`config.mk`:
```
export PLATFORM = sky130hd
export DESIGN_NAME = wb_arbiter
export DESIGN_NICKNAME = d
export VERILOG_FILES = /design/src/rtl/wb_arbiter.sv
export SDC_FILE = /design/constraint.sdc
export NUM_CORES = 1
export LEC_CHECK = 0
export ABC_AREA = 0
export BUFFER_PORTS_ARGS = -buffer_cell sky130_fd_sc_hd__buf_4
export CORE_MARGIN = 5
export CORE_UTILIZATION = 35
export CTS_CLUSTER_DIAMETER = 80
export DETAILED_ROUTE_END_ITERATION = 10
export GPL_ROUTABILITY_DRIVEN = 0
export PLACE_DENSITY = 0.49
export SLEW_MARGIN = 20
export SYNTH_ARGS = -nofsm -noshare
export SYNTH_HDL_FRONTEND = slang
export SYNTH_SLANG_ARGS = --single-unit
```
`constraint.sdc`:
```
create_clock -name clk -period 3.51 [get_ports clk]
set_input_delay 0.702 -clock clk [delete_from_list [all_inputs] [get_ports clk]]
set_output_delay 0.702 -clock clk [all_outputs]
set_load 0.005 [all_outputs]
```
`src/rtl/wb_arbiter.sv`:
```
// wb_arbiter: merges ALU and LSU results into one registered regfile write per cycle with fair LSU priority; `WB_BYPASS_EN adds write-bypass ports
module wb_arbiter #(
  parameter int ALU_FIFO_DEPTH = 4,
  parameter int MAX_LSU_STREAK = 3
) (
  input  logic                              clk,
  input  logic                              reset,
  input  logic                              alu_valid,
  input  logic [4:0]                        alu_rd,
  input  logic [31:0]                       alu_result,
  output logic                              alu_ready,
  input  logic                              lsu_valid,
  input  logic [4:0]                        lsu_rd,
  input  logic [31:0]                       lsu_data,
  output logic                              lsu_ready,
  output logic                              we,
  output logic [4:0]                        wa,
  output logic [31:0]                       wd,
  output logic [$clog2(ALU_FIFO_DEPTH):0]   alu_fifo_count
`ifdef WB_BYPASS_EN
  ,
  input  logic [4:0]                        byp_ra1,
  input  logic [4:0]                        byp_ra2,
  output logic                              byp_hit1,
  output logic                              byp_hit2,
  output logic [31:0]                       byp_data1,
  output logic [31:0]                       byp_data2
`endif
);
  localparam int AW = $clog2(ALU_FIFO_DEPTH);
  localparam int CW = AW + 1;
  localparam int SW = $clog2(MAX_LSU_STREAK + 1);
  logic [4:0]    fifo_rd   [ALU_FIFO_DEPTH];
  logic [31:0]   fifo_data [ALU_FIFO_DEPTH];
  logic [AW-1:0] rptr, wptr;
  logic [SW-1:0] streak;
  logic          fifo_ne, cand, force_alu, lsu_win, alu_win, win, pop, push;
  logic [4:0]    cand_rd, win_rd;
  logic [31:0]   cand_data, win_data;
  assign fifo_ne   = alu_fifo_count != '0;
  assign alu_ready = alu_fifo_count < CW'(ALU_FIFO_DEPTH);
  assign cand      = fifo_ne || alu_valid;
  assign cand_rd   = fifo_ne ? fifo_rd[rptr] : alu_rd;
  assign cand_data = fifo_ne ? fifo_data[rptr] : alu_result;
  assign force_alu = streak == SW'(MAX_LSU_STREAK) && cand;
  assign lsu_ready = !force_alu;
  assign lsu_win   = lsu_valid && !force_alu;
  assign alu_win   = !lsu_win && cand;
  assign win       = lsu_win || alu_win;
  assign win_rd    = lsu_win ? lsu_rd : cand_rd;
  assign win_data  = lsu_win ? lsu_data : cand_data;
  assign pop       = alu_win && fifo_ne;
  assign push      = alu_valid && alu_ready && !(alu_win && !fifo_ne);
  always_ff @(posedge clk) begin
    if (push) begin
      fifo_rd[wptr]   <= alu_rd;
      fifo_data[wptr] <= alu_result;
    end
  end
  always_ff @(posedge clk) begin
    if (reset) begin
      we             <= 1'b0;
      wa             <= '0;
      wd             <= '0;
      rptr           <= '0;
      wptr           <= '0;
      alu_fifo_count <= '0;
      streak         <= '0;
    end else begin
      we <= win && win_rd != '0;
      if (win && win_rd != '0) begin
        wa <= win_rd;
        wd <= win_data;
      end
      if (push) wptr <= wptr + 1'b1;
      if (pop) rptr <= rptr + 1'b1;
      alu_fifo_count <= alu_fifo_count + CW'(push) - CW'(pop);
      streak         <= (lsu_win && cand) ? streak + SW'(streak != SW'(MAX_LSU_STREAK)) : '0;
    end
  end
`ifdef WB_BYPASS_EN
  assign byp_hit1  = we && wa == byp_ra1 && byp_ra1 != '0;
  assign byp_hit2  = we && wa == byp_ra2 && byp_ra2 != '0;
  assign byp_data1 = byp_hit1 ? wd : '0;
  assign byp_data2 = byp_hit2 ? wd : '0;
`endif
endmodule

```
==> metrics.md <==
| Metric | Value |
|---|---|
| RSZ-0062 raised after global routing | `false` |
| CP Data Arrival Time | `3310 ps` |
| Die W | `163 µm` |
| Tot Pwr | `0.00684 W` |
| Vias | `4620` |
| Core ar. | `22800 µm²` |
| First-pass GRT wire length | `28800 µm` |
| Leak Pwr | `3.58 nW` |
| Initial antenna violation count | `0` |
| Placed cell count | `930` |
| Initial detailed-routing violation count | `219` |
| Critical Path Start Type | `register` |
| Post-Synthesis Cell Area | `8160 µm²` |
| WP data required | `3870 ps` |
| Top cell type's share of synthesized area | `54.4%` |
| Die height | `163 µm` |
| Final WL | `18000 µm` |
| Final Max Slew Viols | `0` |
| Synth Warn # | `0` |
| Status | `finished, final reports clean` |
| Min-delay src | `wd[0]$_SDFFE_PP0P_` |
| Largest net degree at the start of global routing | `42` |
| CP startpoint | `alu_fifo_count[2]$_SDFF_PP0_` |
| ANT cells | `0` |
| Setup CP Type | `reg -> reg` |
| Gr usage total | `14.3%` |
| Share of power burned in registers | `44.0%` |
| HP Class | `reg -> reg` |
| Layout cells sized above 1 | `34.7%` |
| Clock share of power | `27.6%` |
| Final Skew | `14.9 ps` |
| CTS tree | `built` |
| CP Capture Type | `register` |
| Comb pwr share | `28.4%` |
| Fmax | `338 MHz` |
| Hold buffer count at CTS | `0` |
| Global routing usage on met2 | `24.1%` |
| Power per standard cell area | `682 nW/µm²` |
| Ranking of synthesized cells by area | `edfxtp_1, dfxtp_1, mux4_2` |
| Synth Net Count | `595` |
| Hold Fails Final Rpt | `0` |
| MaxCap Viol Count | `0` |
| Die area | `26500 µm²` |
| Layout Nets | `721` |
| Initial Utilization | `35.8%` |
| Slew HR | `45.7%` |
| Worst Tran Pin Value | `815 ps` |
| Grt peak-use layer | `met2` |
| Tmin final | `2960 ps` |
| First-pass iteration count of the detailed router | `4` |
| Yosys cell types | `39` |
| Clk Latency, worst-skew pair | `430 ps` |
| Global route overflow | `0` |
| Synth Register Bits | `197` |
| CP Max Fanout | `33` |
| Post-Syn Instances | `510` |
| HPWL after DPL | `11900 µm` |
| Area grow syn2layout | `22.9%` |
| CTS Buf Count | `17` |
| Vias per cell | `4.80` |
| # clock sinks | `197` |
| DRC Markers | `0` |
| Vias in the first global route | `5085` |
| Final Cycle Share | `84.3%` |
| Number of non-filler instances in the completed layout | `962` |
| Met1 global-route usage | `17.8%` |
| Total I/O pin count | `121` |
| Setup violators final | `0` |
| Hold Slack | `459 ps` |
| Antenna Nets Post-Route | `0` |
| Reg clk slew, reported paths | `70 ps` |
| Post-synthesis average cell area | `16.0 µm²` |
| Worst VDD drop | `0.289 mV` |
| Synth area leader | `edfxtp_1` |
| Setup TNS | `0 ps` |
| Net Switching | `0.00198 W` |
| Worst reg2reg path startpoint | `alu_fifo_count[2]$_SDFF_PP0_` |
| Int Power | `0.00486 W` |
| Clk root buf | `clkbuf_16` |
| Post CTS Setup Buffer Count | `0` |
| CTS-repair resized insts | `0` |
| Rows | `55` |
| Post-synthesis sequential area ratio | `66.5%` |
| CTS Buffer Depth | `2` |
| CTS HTree Levels | `4` |
| Port bufs | `120` |
| M3 GR Usage | `4.35%` |
| DR WL/cell | `18.8 µm` |
| Switching Fraction | `28.9%` |
[Yosys cell counts (all sizes together)]
master and number:
mux2 7, xor2 1, ha 6, edfxtp 148, mux4 37, nand2 71, a31oi 1, nor3 1
nor3b 1, o211ai 34, nor4 1, o211a 1, nor2b 2, o31ai 1, nand3 2, or3 1
and2 5, dfxtp 49, clkbuf 20, a21oi 5, xnor2 5, clkinv 1, nand3b 2, nor2 17
fa 1, o21ai 1, or4 1, buf 11, mux2i 65, inv 8, o21a 2, o32ai 2
[critical path, stage by stage, from the launching register on]
cell     delay, ps
dfxtp_1        360
or3_2          710
mux2_2         350
mux2_2         300
o21a_4         250
nor2_8         610
mux2i_1        260
[cells in the final DEF (no fill, tap or decap), drive strengths merged, types with 2 or more instances in the layout]
master	instances
nand2	71
o21a	2
buf	138
nand3b	2
clkbuf	18
o211ai	34
mux4	37
a21oi	5
inv	15
edfxtp	148
mux2i	65
clkinvlp	3
nor2b	2
and2	5
o32ai	2
ha	6
xnor2	5
clkinv	4
mux2	7
nor2	17
dfxtp	49
nand3	2
[cell type report]
type | instances | area (µm²)
Fill cell | 2056 | 12700
Sequential cell | 197 | 5430
Multi-Input combinational cell | 273 | 2540
Timing Repair Buffer | 138 | 1060
Clock buffer | 18 | 429
Tap cell | 313 | 392
Clock inverter | 14 | 143
Inverter | 9 | 33.8
[state kept, by name, indices dropped and copies added (netlist names), named ones only]
| register | count |
|---|---|
| fifo_data | 128 |
| wd | 32 |
| fifo_rd | 20 |
| wa | 5 |
| alu_fifo_count | 3 |
| rptr | 2 |
| streak | 2 |
| wptr | 2 |
| we | 1 |
[cell families after synthesis]
group                      count (synthesis)  synth area share (%)
AOI/OAI and AO/OA                         47                  4.38
xor gates and xnor gates                   6                 0.644
adders and majority gates                  7                  1.16
buffers and inverters                     40                  2.58
DFF                                      197                  66.5
muxes                                    109                  19.3
and+or+nand+nor                          104                  5.49
[metrics by stage]
| step | area, µm² | setup WS, ps | util [%] |
|---|---|---|---|
| 3_5_place_dp | 9460 | 213 | 41.5 |
| 2_1_floorplan | 8160 | 296 | - |
| 4_1_cts | 10000 | 497 | 44.0 |
| 5_1_grt | 10000 | 337 | 44.0 |
| 6_report | 10000 | 551 | 44.0 |
| 3_3_place_gp | 9460 | 352 | 41.5 |
[layer usage]
layer / vias to the layer above / wire, µm / part of all wire [%]
met5: - / 0 / 0
met4: 0 / 212 / 1.2
met3: 15 / 963 / 5.3
met2: 96 / 9090 / 50
met1: 2299 / 7770 / 43
li1: 2210 / - / -
[power by group through the flow]
stage | Clock, W | Combinational (W) | Sequential, W
2_1_floorplan | 0 | 0.00137 | 0.00302
3_3_place_gp | 0 | 0.00198 | 0.00305
3_5_place_dp | 0 | 0.00199 | 0.00306
4_1_cts | 0.00196 | 0.00200 | 0.00301
5_1_grt | 0.00206 | 0.00215 | 0.00304
6_report | 0.00189 | 0.00194 | 0.00301
[final timing paths]
| check | to | slack [ps] | cells after the start |
|---|---|---|---|
| worst min-delay path | wd[0]$_SDFFE_PP0P_ | 460 | 2 |
| worst max register to register | wd[3]$_SDFFE_PP0P_ | 550 | 6 |
| worst max-delay path | wd[3]$_SDFFE_PP0P_ | 550 | 6 |
| worst min register to register | wd[0]$_SDFFE_PP0P_ | 460 | 2 |
(Power assumes the default switching activity.)
